<file path="config.mk">
export PLATFORM = sky130hd
export DESIGN_NAME = imm_gen_pipe
export DESIGN_NICKNAME = d
export VERILOG_FILES = /design/src/rtl/imm_gen_pkg.sv /design/src/rtl/imm_gen_pipe_imm_decode.sv /design/src/rtl/imm_gen_pipe.sv
export SDC_FILE = /design/constraint.sdc
export NUM_CORES = 1
export LEC_CHECK = 0
export BUFFER_PORTS_ARGS = -buffer_cell sky130_fd_sc_hd__clkbuf_2
export CAP_MARGIN = 0
export CORE_MARGIN = 2
export CORE_UTILIZATION = 40
export CTS_CLUSTER_SIZE = 12
export DETAILED_ROUTE_END_ITERATION = 12
export HOLD_SLACK_MARGIN = 0.1
export SYNTH_ARGS = -nofsm -noshare
export SYNTH_HDL_FRONTEND = slang
export SYNTH_HIERARCHICAL = 1
export SYNTH_SLANG_ARGS = --single-unit
</file>
<file path="constraint.sdc">
create_clock -name clk -period 3.4 [get_ports clk]
set_input_delay 0.51 -clock clk [delete_from_list [all_inputs] [get_ports clk]]
set_output_delay 0.51 -clock clk [all_outputs]
set_load 0.02 [all_outputs]
</file>
<file path="src/rtl/imm_gen_pkg.sv">
// imm_gen_pkg: shared types and constants for the pipelined RV immediate generator.
//   fmt_e     - 3-bit immediate format code carried on out_fmt
//   OPC_*     - full 7-bit RV opcodes (instr[6:0]) recognised by the decoder
//   is_pc_rel - opcodes whose target is pc + imm rather than pc + PC_INC
package imm_gen_pkg;

  typedef enum logic [2:0] {
    FMT_NONE = 3'd0,
    FMT_I    = 3'd1,
    FMT_S    = 3'd2,
    FMT_B    = 3'd3,
    FMT_U    = 3'd4,
    FMT_J    = 3'd5,
    FMT_Z    = 3'd6,
    FMT_CSR  = 3'd7
  } fmt_e;

  localparam logic [6:0] OPC_LOAD    = 7'b0000011;
  localparam logic [6:0] OPC_MISCMEM = 7'b0001111;
  localparam logic [6:0] OPC_OPIMM   = 7'b0010011;
  localparam logic [6:0] OPC_AUIPC   = 7'b0010111;
  localparam logic [6:0] OPC_OPIMM32 = 7'b0011011;
  localparam logic [6:0] OPC_STORE   = 7'b0100011;
  localparam logic [6:0] OPC_OP      = 7'b0110011;
  localparam logic [6:0] OPC_LUI     = 7'b0110111;
  localparam logic [6:0] OPC_OP32    = 7'b0111011;
  localparam logic [6:0] OPC_BRANCH  = 7'b1100011;
  localparam logic [6:0] OPC_JALR    = 7'b1100111;
  localparam logic [6:0] OPC_JAL     = 7'b1101111;
  localparam logic [6:0] OPC_SYSTEM  = 7'b1110011;

  // jalr is deliberately absent: its target is register-relative, so the
  // pipeline reports the fall-through pc + PC_INC for it.
  function automatic logic is_pc_rel(input logic [6:0] opcode);
    return (opcode == OPC_BRANCH) || (opcode == OPC_JAL) || (opcode == OPC_AUIPC);
  endfunction

endpackage

</file>
<file path="src/rtl/imm_gen_pipe_imm_decode.sv">
// imm_decode: combinational RV instruction -> {format, sign-extended immediate, illegal}.
//   instr   in  32    instruction word
//   fmt     out 3     format code (imm_gen_pkg::fmt_e)
//   imm     out XLEN  immediate, sign-extended (zero-extended for Z/CSR)
//   illegal out 1     opcode unsupported at this XLEN or malformed
// Build option: define IMMGEN_ZICSR_EN to decode SYSTEM CSR forms (fmt Z / CSR).
module imm_decode
  import imm_gen_pkg::*;
#(
  parameter int unsigned XLEN = 32
) (
  input  logic [31:0]     instr,
  output logic [2:0]      fmt,
  output logic [XLEN-1:0] imm,
  output logic            illegal
);

  localparam bit IsRv64 = (XLEN == 64);

  logic [XLEN-1:0] imm_i, imm_s, imm_b, imm_u, imm_j;
  fmt_e            fmt_d;

  // Size casts of signed operands sign-extend to XLEN.
  assign imm_i = XLEN'($signed(instr[31:20]));
  assign imm_s = XLEN'($signed({instr[31:25], instr[11:7]}));
  assign imm_b = XLEN'($signed({instr[31], instr[7], instr[30:25], instr[11:8], 1'b0}));
  assign imm_u = XLEN'($signed({instr[31:12], 12'b0}));
  assign imm_j = XLEN'($signed({instr[31], instr[19:12], instr[20], instr[30:21], 1'b0}));

  always_comb begin
    fmt_d   = FMT_NONE;
    imm     = '0;
    illegal = 1'b0;
    // Matching all 7 bits means instr[1:0] != 2'b11 falls to the default.
    case (instr[6:0])
      OPC_LOAD, OPC_OPIMM, OPC_JALR: begin
        fmt_d = FMT_I;
        imm   = imm_i;
      end
      OPC_STORE: begin
        fmt_d = FMT_S;
        imm   = imm_s;
      end
      OPC_BRANCH: begin
        fmt_d = FMT_B;
        imm   = imm_b;
      end
      OPC_LUI, OPC_AUIPC: begin
        fmt_d = FMT_U;
        imm   = imm_u;
      end
      OPC_JAL: begin
        fmt_d = FMT_J;
        imm   = imm_j;
      end
      OPC_OPIMM32: begin
        if (IsRv64) begin
          fmt_d = FMT_I;
          imm   = imm_i;
        end else begin
          illegal = 1'b1;
        end
      end
      OPC_OP, OPC_MISCMEM: begin
      end
      OPC_SYSTEM: begin
`ifdef IMMGEN_ZICSR_EN
        // funct3 == 0 covers ecall/ebreak/xret, which carry no immediate.
        if (instr[14:12] != 3'b000) begin
          if (instr[14]) begin
            fmt_d = FMT_Z;
            imm   = XLEN'(instr[19:15]);
          end else begin
            fmt_d = FMT_CSR;
            imm   = XLEN'(instr[31:20]);
          end
        end
`endif
      end
      OPC_OP32: begin
        illegal = !IsRv64;
      end
      default: begin
        illegal = 1'b1;
      end
    endcase
  end

  assign fmt = fmt_d;

endmodule

</file>
<file path="src/rtl/imm_gen_pipe.sv">
// imm_gen_pipe: two-stage pipelined RV immediate generator with valid/ready handshake.
//   Stage 1 registers the decoded format/immediate; stage 2 (output registers)
//   holds the immediate plus the computed target (pc+imm or pc+PC_INC).
//   clk, rst (sync, active-low), flush (drop all in-flight entries)
//   in_valid/in_ready/in_instr/in_pc        input handshake and payload
//   out_valid/out_ready                     output handshake
//   out_imm/out_fmt/out_target/out_illegal  output payload
// Parameters: XLEN (32 or 64), PC_INC (fall-through increment).
// Build option: define IMMGEN_ZICSR_EN to decode SYSTEM CSR forms (fmt Z / CSR).
module imm_gen_pipe
  import imm_gen_pkg::*;
#(
  parameter int unsigned XLEN   = 32,
  parameter int unsigned PC_INC = 4
) (
  input  logic            clk,
  input  logic            rst,
  input  logic            flush,
  input  logic            in_valid,
  output logic            in_ready,
  input  logic [31:0]     in_instr,
  input  logic [XLEN-1:0] in_pc,
  output logic            out_valid,
  input  logic            out_ready,
  output logic [XLEN-1:0] out_imm,
  output logic [2:0]      out_fmt,
  output logic [XLEN-1:0] out_target,
  output logic            out_illegal
);

  logic [2:0]      dec_fmt;
  logic [XLEN-1:0] dec_imm;
  logic            dec_illegal;

  imm_decode #(
    .XLEN (XLEN)
  ) u_imm_decode (
    .instr   (in_instr),
    .fmt     (dec_fmt),
    .imm     (dec_imm),
    .illegal (dec_illegal)
  );

  logic            s1_valid_q, s1_valid_d;
  logic [2:0]      s1_fmt_q;
  logic [XLEN-1:0] s1_imm_q;
  logic            s1_illegal_q;
  logic [XLEN-1:0] s1_pc_q;
  logic            s1_rel_q;

  logic            s2_valid_q, s2_valid_d;
  logic [XLEN-1:0] out_imm_q;
  logic [2:0]      out_fmt_q;
  logic [XLEN-1:0] out_target_q;
  logic            out_illegal_q;

  logic            s2_free, in_fire, s1_adv, s1_load, s2_load;
  logic [XLEN-1:0] target_d;

  // Stage 2 can take a new entry if empty or draining this cycle, which lets
  // simultaneous input and output transfers run at full throughput.
  assign s2_free  = !s2_valid_q || out_ready;
  assign in_ready = !s1_valid_q || s2_free;
  assign in_fire  = in_valid && in_ready;
  assign s1_adv   = s1_valid_q && s2_free;
  // Flush only clears valids; data registers are simply not updated.
  assign s1_load  = in_fire && !flush;
  assign s2_load  = s1_adv && !flush;

  assign target_d = s1_rel_q ? (s1_pc_q + s1_imm_q) : (s1_pc_q + XLEN'(PC_INC));

  always_comb begin
    s1_valid_d = s1_valid_q;
    if (s2_free) s1_valid_d = 1'b0;
    if (in_fire) s1_valid_d = 1'b1;
    if (flush)   s1_valid_d = 1'b0;

    s2_valid_d = s2_free ? s1_valid_q : s2_valid_q;
    if (flush) s2_valid_d = 1'b0;
  end

  always_ff @(posedge clk) begin
    if (!rst) begin
      s1_valid_q    <= 1'b0;
      s1_fmt_q      <= FMT_NONE;
      s1_imm_q      <= '0;
      s1_illegal_q  <= 1'b0;
      s1_pc_q       <= '0;
      s1_rel_q      <= 1'b0;
      s2_valid_q    <= 1'b0;
      out_imm_q     <= '0;
      out_fmt_q     <= FMT_NONE;
      out_target_q  <= '0;
      out_illegal_q <= 1'b0;
    end else begin
      s1_valid_q <= s1_valid_d;
      s2_valid_q <= s2_valid_d;
      if (s1_load) begin
        s1_fmt_q     <= dec_fmt;
        s1_imm_q     <= dec_imm;
        s1_illegal_q <= dec_illegal;
        s1_pc_q      <= in_pc;
        s1_rel_q     <= is_pc_rel(in_instr[6:0]);
      end
      if (s2_load) begin
        out_imm_q     <= s1_imm_q;
        out_fmt_q     <= s1_fmt_q;
        out_target_q  <= target_d;
        out_illegal_q <= s1_illegal_q;
      end
    end
  end

  assign out_valid   = s2_valid_q;
  assign out_imm     = out_imm_q;
  assign out_fmt     = out_fmt_q;
  assign out_target  = out_target_q;
  assign out_illegal = out_illegal_q;

endmodule

</file>
Word level (Yosys, flattened, before mapping)
Index checks and enable logic that the tools add are counted.
{"block": "classes", "addsub": 2, "eq_ne": 11, "muxes": 6, "n_bitwise": 1, "reduce_logical": 16}
{"cell": "$pmux 32 s5", "count": 1}
{"cell": "$add 32x3->32 const B", "count": 1}
{"cell": "$add 32x32->32", "count": 1}
{"cell": "$mux 32", "count": 1}
{"cell": "$eq 7x7->1 const B", "count": 4}
{"cell": "$eq 7x6->1 const B", "count": 3}
{"cell": "$pmux 3 s5", "count": 1}
{"cell": "$eq 7x5->1 const B", "count": 2}
{"cell": "$reduce_or 11->1", "count": 1}
{"cell": "$eq 7x2->1 const B", "count": 1}
{"cell": "$eq 7x4->1 const B", "count": 1}
{"cell": "$logic_and 1x1->1", "count": 4}
{"cell": "$logic_or 1x1->1", "count": 4}
{"cell": "$reduce_or 2->1", "count": 2}
{"cell": "$logic_not 1->1", "count": 3}
{"cell": "$mux 1", "count": 3}
{"cell": "$reduce_or 3->1", "count": 1}
{"cell": "$reduce_bool 2->1", "count": 1}
{"cell": "$not 1->1", "count": 1}
{"block": "totals", "reg_bits": 139}

Depth between registers and ports, before layout
Gate-level depths: netlist (run 1).
{"block": "depth", "word_depth": 5, "mapped_depth": 10, "mapped_depth_nobuf": 10}

Cells and area by module
The synthesis (run 1) kept the hierarchy.
{"module": "imm_gen_pipe", "n_inst": 1, "cells_per_inst": 947, "area_per_inst_um2": 7130.6, "seq_area_each_um2": 2782.7}
{"module": "imm_decode", "n_inst": 1, "cells_per_inst": 74, "area_per_inst_um2": 521.8, "seq_area_each_um2": 0.0}

Least setup slack after synthesis (run 1)
No wires, ideal clock.
{"block": "synth_path", "kind": "reg2reg", "start": "register s1_pc_q[4]", "end": "register out_target_q[27] (netlist: out_target[27])", "setup_time_ns": 0.074, "t_arrival_ns": 2.502, "path_slack_ns": 0.823, "path_stages_with_launch": 10, "period_less_slack_ns": 2.577, "path_cell_list": "dfxtp_1 ha_1 a21oi_1 nand2_1 o211a_1 o31a_1 a311o_1 a31oi_1 mux2_1 a31oi_1"}
{"block": "synth_between", "elab_chain_len": 2}
{"item": "start: declaration", "line_no": "imm_gen_pipe.sv:48", "source": "logic [XLEN-1:0] s1_pc_q;"}
{"item": "start signal: assignment", "line_no": "imm_gen_pipe.sv:102", "source": "s1_pc_q <= in_pc;"}
{"item": "$add 32x3->32 / $add 32x32->32 (equally long branches)", "line_no": "imm_gen_pipe.sv:70", "source": "assign target_d = s1_rel_q ? (s1_pc_q + s1_imm_q) : (s1_pc_q + XLEN'(PC_INC));"}
{"item": "$mux 32 *", "line_no": "imm_gen_pipe.sv:70"}
{"item": "end signal: assignment", "line_no": "imm_gen_pipe.sv:108", "source": "out_target_q <= target_d;"}
{"item": "end: declaration", "line_no": "imm_gen_pipe.sv:54", "source": "logic [XLEN-1:0] out_target_q;"}
Every way passes the cells marked *; elsewhere a longest branch is shown, timed or not.
A chain may end at the register's enable or synchronous reset.

Worst setup path after layout (run 1)
Same ends and word-level chain as after synthesis.

==> results of run 1 <==
[critical path: stages (launching register included)]
cell and delay [ns]:
dfxtp_1 0.46, ha_1 0.34, a21oi_1 0.20, nand2_1 0.09, o211a_1 0.25, o31a_1 0.39
a311o_1 0.40, a31oi_1 0.20, mux2_1 0.34, a31oi_1 0.13
[worst max-delay path by stage]
stage,cells after the start,to,from
6_report,9,out_target[27]$_SDFFE_PN0P_,s1_pc_q[4]$_SDFFE_PN0P_
3_3_place_gp,9,out_target[27]$_SDFFE_PN0P_,s1_pc_q[4]$_SDFFE_PN0P_
3_5_place_dp,9,out_target[27]$_SDFFE_PN0P_,s1_pc_q[4]$_SDFFE_PN0P_
2_1_floorplan,9,out_target[27]$_SDFFE_PN0P_,s1_pc_q[4]$_SDFFE_PN0P_
4_1_cts,9,out_target[27]$_SDFFE_PN0P_,s1_pc_q[4]$_SDFFE_PN0P_
5_1_grt,9,out_target[27]$_SDFFE_PN0P_,s1_pc_q[4]$_SDFFE_PN0P_
[power breakdown]
group | internal, W | total, W | switching (W)
logic | 0.000115 | 0.000315 | 0.000200
registers | 0.00166 | 0.00169 | 0.0000353
clock network | 0.00110 | 0.00188 | 0.000774
total | 0.00287 | 0.00388 | 0.00101
[routing by layer]
layer	vias to the layer above	global-route usage (%)	routed length, um
met3	23	4.24	1320
met4	0	6.41	294
met2	222	34.0	9880
met1	3454	35.0	11900
li1	3764	-	-
met5	-	0	0
[cell families (layout without fill, tap and decap cells)]
| logic type | Yosys count | in the layout | share of synthesized area, % |
|---|---|---|---|
| adder cells (fa/ha/maj) | 33 | 33 | 5.49 |
| multiplexers | 8 | 8 | 1.08 |
| AO/OA/AOI/OAI | 292 | 292 | 22.7 |
| XOR/XNOR | 51 | 51 | 5.84 |
| AND/OR/NAND/NOR | 419 | 419 | 24.4 |
| buffers and inverters | 79 | 198 | 4.14 |
| flip-flops | 139 | 139 | 36.4 |
[layout make-up]
cell class                 count  area [um^2]
fill                        1952         9660
clock inverter                13          141
timing repair buffer         149          823
tap                          234          293
inverter                      17         65.1
clock buffer                  19          443
sequential                   139         2780
multi-input combinational    803         4560
[sequential cells by signal, summed over array words and instances, names as in the netlist, 3 cells and up]
signal,count
s1_fmt_q,3
out_imm,32
out_target,32
s1_imm_q,32
s1_pc_q,32
out_fmt,3
[stage by stage]
stage	total power [W]	util [%]
after global routing	0.00400	48.5
after floorplan	0.00191	-
final	0.00388	48.5
after CTS	0.00390	48.5
after detailed placement	0.00204	45.4
after global placement	0.00204	45.4
[placed cells by master, fill, tap and decap left out, drive strengths merged, types with 6 or more instances in the layout]
cell and instances:
nand2 264, dfxtp 139, and2 11, xnor2 28, nor3 11, ha 32
a21oi 165, o21ai 34, a31oi 6, xor2 23, clkinv 6, mux2i 6
a21o 24, clkbuf 157, and3 6, buf 11, nor2 52, nand3b 6
nand4 8, inv 19, a22oi 10, a211oi 13, nand3 33, and4 6
==> impl_metrics.tcl, run 1 <==
set metrics [dict create \
    status "complete, no violations" \
    dr.pass1.iters 5 \
    synth_cell_types 70 \
    synthTopCellsByCount "nand2_1, a21oi_1, dfxtp_1, clkbuf_1, nor2_1" \
    reg2reg_depth 9 \
    finalClockSkew_ns 0.0176 \
    track_usage_pct 23.3 \
    power_density_nw_per_um2 426 \
    tritoncts.num_buffers 17 \
    reg2reg_setup_slack_ns 0.53 \
    cts-root-buf "clkbuf_16" \
    stdcell_area_um2 9110 \
    antennaDiodeCount 0 \
    critPathLaunchType "register" \
    ys_seq_area_share_pct 36.4 \
    cts_max_path_buffers 2 \
    worstMarginPinSlew_ns 0.646 \
    hold_path.class "primary input to register" \
    stdcell_count 1374 \
    crit_type "register to register" \
    synth-async-reset-ratio_pct 0 \
    holdBufCountCts 0 \
    synth_seq_cells 139 \
    dieArea_um2 20300 \
    place_area_um2 8520 \
    die_h_um 142 \
    drtIter0Drc 551 \
    synth_top_area_cell "dfxtp_1" \
    htree_levels 4 \
    yosys_warnings 6 \
    die_w_um 142 \
    synth-edff-count 0 \
    r2r_start "s1_pc_q[4]$_SDFFE_PN0P_" \
    fin_tns_setup_ns 0 \
    synth_fp_nets 1123 \
    nNetsFinal 1229 \
    crit_fanout 7 \
    synth.area.top_cells "dfxtp_1, nand2_1, a21oi_1" \
    path_clk_slew_ns 0.07 \
    ir_worst_vdd_mv 0.354 \
    netlist.area_leader.share_pct 36.4 \
    max-slew-margin-rel_pct 56.9 \
    dp_cells 1342 \
    postSynthAreaPerCell_um2 7.49 \
    wl_per_cell_um 17.0 \
    whs_path_depth 3 \
    max_cap_violations 0 \
    rsz0062_at_grt "false" \
    post_drt_via_cell_ratio 5.43 \
    fin_crit_ns 2.87 \
    fmax_ghz 0.348 \
    cts_resized 0 \
    hold_end "s1_pc_q[11]$_SDFFE_PN0P_" \
    area.growth.synth_to_final_pct 19.0 \
    p_leak_nw 3.78 \
    finalCritPeriodShare_pct 84.5 \
    yosysMostFrequentCell "nand2_1" \
    num_vias 7463 \
    cts_tree "yes" \
    grt_pass1_vias 6760 \
    grt_max_degree 113 \
    clkLatencyLatePin_ns 0.45 \
    rows 50 \
    synthCells 1021 \
    post-place-ws_ns 0.558 \
    reg2reg_to "out_target[27]$_SDFFE_PN0P_" \
    cts_setup_buffers 0 \
    critPathRequiredTime_ns 3.77 \
    grt_pass1_wl_um 36700 \
    core_area_um2 18800 \
    synth_flop_cell "dfxtp_1" \
    holdWs_ns 0.291 \
    drive_gt1_share_pct 17.2 \
    portBuffers 138 \
    arrival_ns 3.24 \
    holdCritStartpoint "in_pc[11]" \
    routed_wl_um 23400 \
    syn_area_um2 7650 \
    hold_viol_final 0 \
    initial_utilization_pct 40.8 \
    layout_setup_ws_ns 0.528 \
    gp_congestion 0.955 \
    ios 139 \
    ant_nets 0 \
    grt-ovfl-total 0 \
    drc_errors 0 \
    setup_viol 0 \
    clock_sinks 139 \
    antenna_found_initial 0 \
    timing.final.max_slew_violations 0 \
    dp_hpwl_um 17100 \
    endpoint_kind "register" \
]
Power figures use the tool's default switching activity.
==> inputs of run 2 (changes only) <==
clock period = 2.5 ns   (was 3.4 ns; I/O delays follow)
==> impl_metrics.tcl, run 2 (synthesis gave the netlist of run 1 again) <==
set metrics [dict create \
    max-slew-margin-rel_pct 56.0 \
    tritoncts.num_buffers 17 \
    worstSetupStartpoint "s1_imm_q[1]$_SDFFE_PN0P_" \
    power_density_nw_per_um2 549 \
    r2r_start "s1_imm_q[1]$_SDFFE_PN0P_" \
    drc_errors 0 \
    area.growth.synth_to_final_pct 26.2 \
    layout_commonest_cell "nand2_1" \
    fmax_ghz 0.399 \
    hold_path.class "primary input to register" \
    drtIter0Drc 513 \
    fin_crit_ns 2.51 \
    wl_per_cell_um 17.0 \
    path_clk_slew_ns 0.07 \
    violations "negative setup slack" \
    worstMarginPinSlew_ns 0.661 \
    gp_congestion 0.898 \
    dp_hpwl_um 17900 \
    dieArea_um2 20300 \
    cts_max_path_buffers 2 \
    initial_utilization_pct 40.8 \
    grt-ovfl-total 0 \
    holdCritStartpoint "in_pc[30]" \
    track_usage_pct 23.9 \
    core_area_um2 18800 \
    critPathLaunchType "register" \
    portBuffers 138 \
    drive_gt1_share_pct 23.3 \
    path_buf_inv 0 \
    timing.final.max_slew_violations 0 \
    layout_setup_ws_ns -0.00920 \
    holdBufCountCts 0 \
    grt_max_degree 70 \
    cts_tree "yes" \
    clock_sinks 139 \
    rows 50 \
    ant_nets 0 \
    die_h_um 142 \
    cp_slowest_cell "dfxtp_2" \
    fin_tns_setup_ns -0.00920 \
    setup_viol 1 \
    path_cells "ha_4, a21o_1, and4_4, o211a_1, o31a_1, a311o_1, a31oi_1, mux2_1, a31oi_1" \
    htree_levels 4 \
    holdWs_ns 0.161 \
    nNetsFinal 1287 \
    max_cap_violations 0 \
    p_leak_nw 4.08 \
    crit_type "register to register" \
    arrival_ns 2.85 \
    crit_path_frequent_cell "a31oi_1" \
    post-place-ws_ns -0.0505 \
    critical-path-top-delay-family "compound AO/OA/AOI/OAI gates" \
    antennaDiodeCount 0 \
    crit_fanout 2 \
    grt_pass1_vias 6877 \
    cts-root-buf "clkbuf_16" \
    finalClockSkew_ns 0.0144 \
    hold_viol_final 0 \
    clkLatencyLatePin_ns 0.43 \
    endpoint_kind "register" \
    finalCritPeriodShare_pct 100 \
    routed_wl_um 24300 \
    die_w_um 142 \
    num_vias 7636 \
    grt_pass1_wl_um 37500 \
    rsz0062_at_grt "true" \
    ios 139 \
    cpPeakStageDelay_ns 0.34 \
    post_drt_via_cell_ratio 5.33 \
    critPathRequiredTime_ns 2.84 \
    layout_common_cells "nand2_1, a21oi_1, clkbuf_2" \
    antenna_found_initial 0 \
    ir_worst_vdd_mv 0.423 \
    status "complete, but fails checks" \
    final_util_pct 51.5 \
    dr.pass1.iters 5 \
]
## run 2: cell types whose count changed in the layout (fill, tap and decap cells not counted), sizes merged
cell and delta:
clkinv -2, clkinvlp -1, buf +58, inv +4, bufinv -1
## run 2: final timing paths
path	endpoint	slack (ns)	cells past startpoint
setup reg to reg	out_target[27]$_SDFFE_PN0P_	-0.009	9
setup / recovery	out_target[27]$_SDFFE_PN0P_	-0.009	9
hold / removal	s1_pc_q[30]$_SDFFE_PN0P_	0.16	3
hold reg to reg	out_illegal$_SDFFE_PN0P_	0.45	2
## run 2: per-stage QoR
stage | cells | power (W) | area, um^2
after floorplan | 1021 | 0.00260 | 7650
after global placement | 1398 | 0.00281 | 8950
after detailed placement | 1398 | 0.00281 | 8950
after CTS | 1430 | 0.00532 | 9550
after global routing | 1432 | 0.00546 | 9660
final | 1432 | 0.00530 | 9660
## run 2: layout make-up
cell class / count / area, um^2
Fill cell: 1834 / 9110
Multi-Input combinational cell: 803 / 4670
Sequential cell: 139 / 2790
Timing Repair Buffer: 207 / 1260
Clock buffer: 19 / 453
Tap cell: 234 / 293
Clock inverter: 13 / 129
Inverter: 17 / 65.1
## run 2: metal layers
metal / part of all wire, % / global-route usage, %
met2: 42 / 34.5
met5: 0 / 0
met4: 1.1 / 6.25
met3: 5.5 / 5.42
met1: 51 / 35.8
## run 2: report_power, final
part | leakage (nW) | switching (W) | internal, W
sequential | 1.13 | 0.0000359 | 0.00225
combinational | 2.68 | 0.000296 | 0.000188
clock | 0.282 | 0.00109 | 0.00145
## run 2: what timing repair did
item | CTS | global route
setup buffers | 0 | 2
pin swaps | 2 | 12
endpoints found under the setup margin | 5 | 15
resized for setup | 5 | 21
## run 2: worst min-delay path: stages
cell,delay (ns)
clkbuf_2,0.08
nand2_1,0.04
a21oi_1,0.05
==> inputs of run 3 (changes only) <==
ABC_AREA = 1   (was not set)
==> impl_metrics.tcl, run 3 <==
set metrics [dict create \
    drtIter0Drc 718 \
    max_cap_violations 0 \
    rows 53 \
    ant_nets 0 \
    p_leak_nw 5.12 \
    finalCritPeriodShare_pct 83.7 \
    clock_sinks 139 \
    stdcell_area_um2 10300 \
    synth-edff-count 0 \
    critPathRequiredTime_ns 2.86 \
    fin_tns_setup_ns 0 \
    fin_crit_ns 2.09 \
    drc_errors 0 \
    fmax_ghz 0.478 \
    path_clk_slew_ns 0.06 \
    ios 139 \
    arrival_ns 2.45 \
    synth_cell_types 41 \
    drive_gt1_share_pct 19.0 \
    crit_fanout 4 \
    area.growth.synth_to_final_pct 17.9 \
    core_area_um2 21200 \
    grt_pass1_wl_um 45100 \
    yosysMostFrequentCell "nand2_1" \
    synthTopCellsByCount "nand2_1, nor2_1, o21ai_0, dfxtp_1, inv_1" \
    synth_top_area_cell "dfxtp_1" \
    critPathLaunchType "register" \
    p_clk_share_pct 44.8 \
    num_vias 9132 \
    cts_resized 0 \
    dr.pass1.iters 5 \
    holdBufCountCts 0 \
    tritoncts.num_buffers 17 \
    hold_viol_final 0 \
    yosys_warnings 6 \
    nNetsFinal 1566 \
    synth_seq_cells 139 \
    synth.area.top_cells "dfxtp_1, nand2_1, nor2_1" \
    netlist.area_leader.share_pct 31.9 \
    finalClockSkew_ns 0.00975 \
    endpoint_kind "register" \
    timing.final.max_slew_violations 0 \
    cp_slowest_cell "fa_1" \
    portBuffers 138 \
    internal-power_w 0.00421 \
    ir_worst_vdd_mv 0.348 \
    synth_flop_cell "dfxtp_1" \
    worstMarginPinSlew_ns 0.761 \
    ys_seq_area_share_pct 31.9 \
    p_total_w 0.00600 \
    dp_cells 1720 \
    grt_max_degree 93 \
    rsz0062_at_grt "false" \
    dieArea_um2 23000 \
    cts_setup_buffers 0 \
    grt_pass1_vias 8435 \
    gp_congestion 0.937 \
    synth_fp_nets 1444 \
    crit_type "register to register" \
    initial_utilization_pct 41.0 \
    postSynthAreaPerCell_um2 6.49 \
    place_area_um2 9660 \
    crit_path_frequent_cell "nand2_1" \
    sw_frac_of_total_pct 29.8 \
    synth-async-reset-ratio_pct 0 \
    setup_viol 0 \
    max-slew-margin-rel_pct 49.3 \
    power_frac_comb_pct 14.6 \
    antenna_found_initial 1 \
    post_drt_via_cell_ratio 5.21 \
    wl_per_cell_um 16.5 \
    track_usage_pct 25.6 \
    dp_hpwl_um 22400 \
    synthCells 1342 \
    clkLatencyLatePin_ns 0.43 \
    cts_tree "yes" \
    die_w_um 152 \
    cts-root-buf "clkbuf_16" \
    power_density_nw_per_um2 584 \
    path_cells "ha_1, fa_1, nand3_1, nand2_1, nand3_1, nand2_1, nand2_1, nand2_2, nand2_1, nand2_1, nand2_1, nand3_1, a21oi_1" \
    layout_commonest_cell "nand2_1" \
    htree_levels 4 \
    status "complete, no violations" \
    cpPeakStageDelay_ns 0.45 \
    hold_path.class "primary input to register" \
    netSwitchingPower_w 0.00179 \
    die_h_um 152 \
    sequentialPowerShare_pct 40.6 \
    routed_wl_um 28900 \
    stdcell_count 1752 \
    syn_area_um2 8710 \
    grt-ovfl-total 0 \
    layout_common_cells "nand2_1, nor2_1, o21ai_0" \
    final_util_pct 48.4 \
    cts_max_path_buffers 2 \
]
-- run 3: worst max-delay path: cells and delay by family (launching register included) --
kind / cells / cell delay, ns
AOI/OAI and AO/OA: 1 / 0.13
DFF: 1 / 0.34
adders and majority gates: 2 / 0.69
and+or+nand+nor: 10 / 0.84
-- run 3: routing by layer --
metal  track usage (%)  vias up  part of all wire, %
met4              5.93        0                  1.5
met3              3.71       28                  5.5
met2              40.2      283                   45
li1                  -     4603                    -
met1              37.0     4218                   48
met5              1.36        -                    0
-- run 3: final timing paths --
path                                           startpoint                           to  slack, ns  depth (start not counted)
worst min register to register  s1_illegal_q$_SDFFE_PN0P_    s1_illegal_q$_SDFFE_PN0P_       0.49                          2
worst max-delay path             s1_imm_q[0]$_SDFFE_PN0P_  out_target[30]$_SDFFE_PN0P_       0.41                         13
worst max register to register   s1_imm_q[0]$_SDFFE_PN0P_  out_target[30]$_SDFFE_PN0P_       0.41                         13
worst min-delay path                             in_valid      s1_valid_q$_SDFFE_PP0P_       0.20                          3
-- run 3: metrics by stage --
step	hold slack (ns)	worst slack, ns
final	0.196	0.407
after floorplan	0.456	0.714
after global placement	0.467	0.475
after detailed placement	0.476	0.408
after CTS	0.188	0.405
after global routing	0.231	0.230
-- run 3: cell type report --
cell class              count  area, um^2
repair buffers            157         861
well taps                 275         344
inverters                 135         507
diodes                      1        2.50
multi-input cells        1014        5160
clock buffers              17         425
clock inverters            14         184
fillers                  2237       11000
flip-flops and latches    139        2780
-- run 3: cell families (layout without fill, tap and decap cells) --
family | Yosys count | after routing | synth area share (%)
simple gates | 669 | 669 | 34.8
compound gates | 289 | 289 | 17.4
other cells | 0 | 1 | 0
fa+ha+maj | 33 | 33 | 4.83
flops | 139 | 139 | 31.9
xor+xnor | 23 | 23 | 2.31
buf+inv | 189 | 323 | 8.80
-- run 3: power groups by stage --
stage | Combinational (W) | Clock (W) | Sequential, W
after floorplan | 0.000529 | 0 | 0.00249
after global placement | 0.000865 | 0 | 0.00248
after detailed placement | 0.000860 | 0 | 0.00248
after CTS | 0.000867 | 0.00271 | 0.00243
after global routing | 0.000974 | 0.00281 | 0.00245
final | 0.000875 | 0.00269 | 0.00244
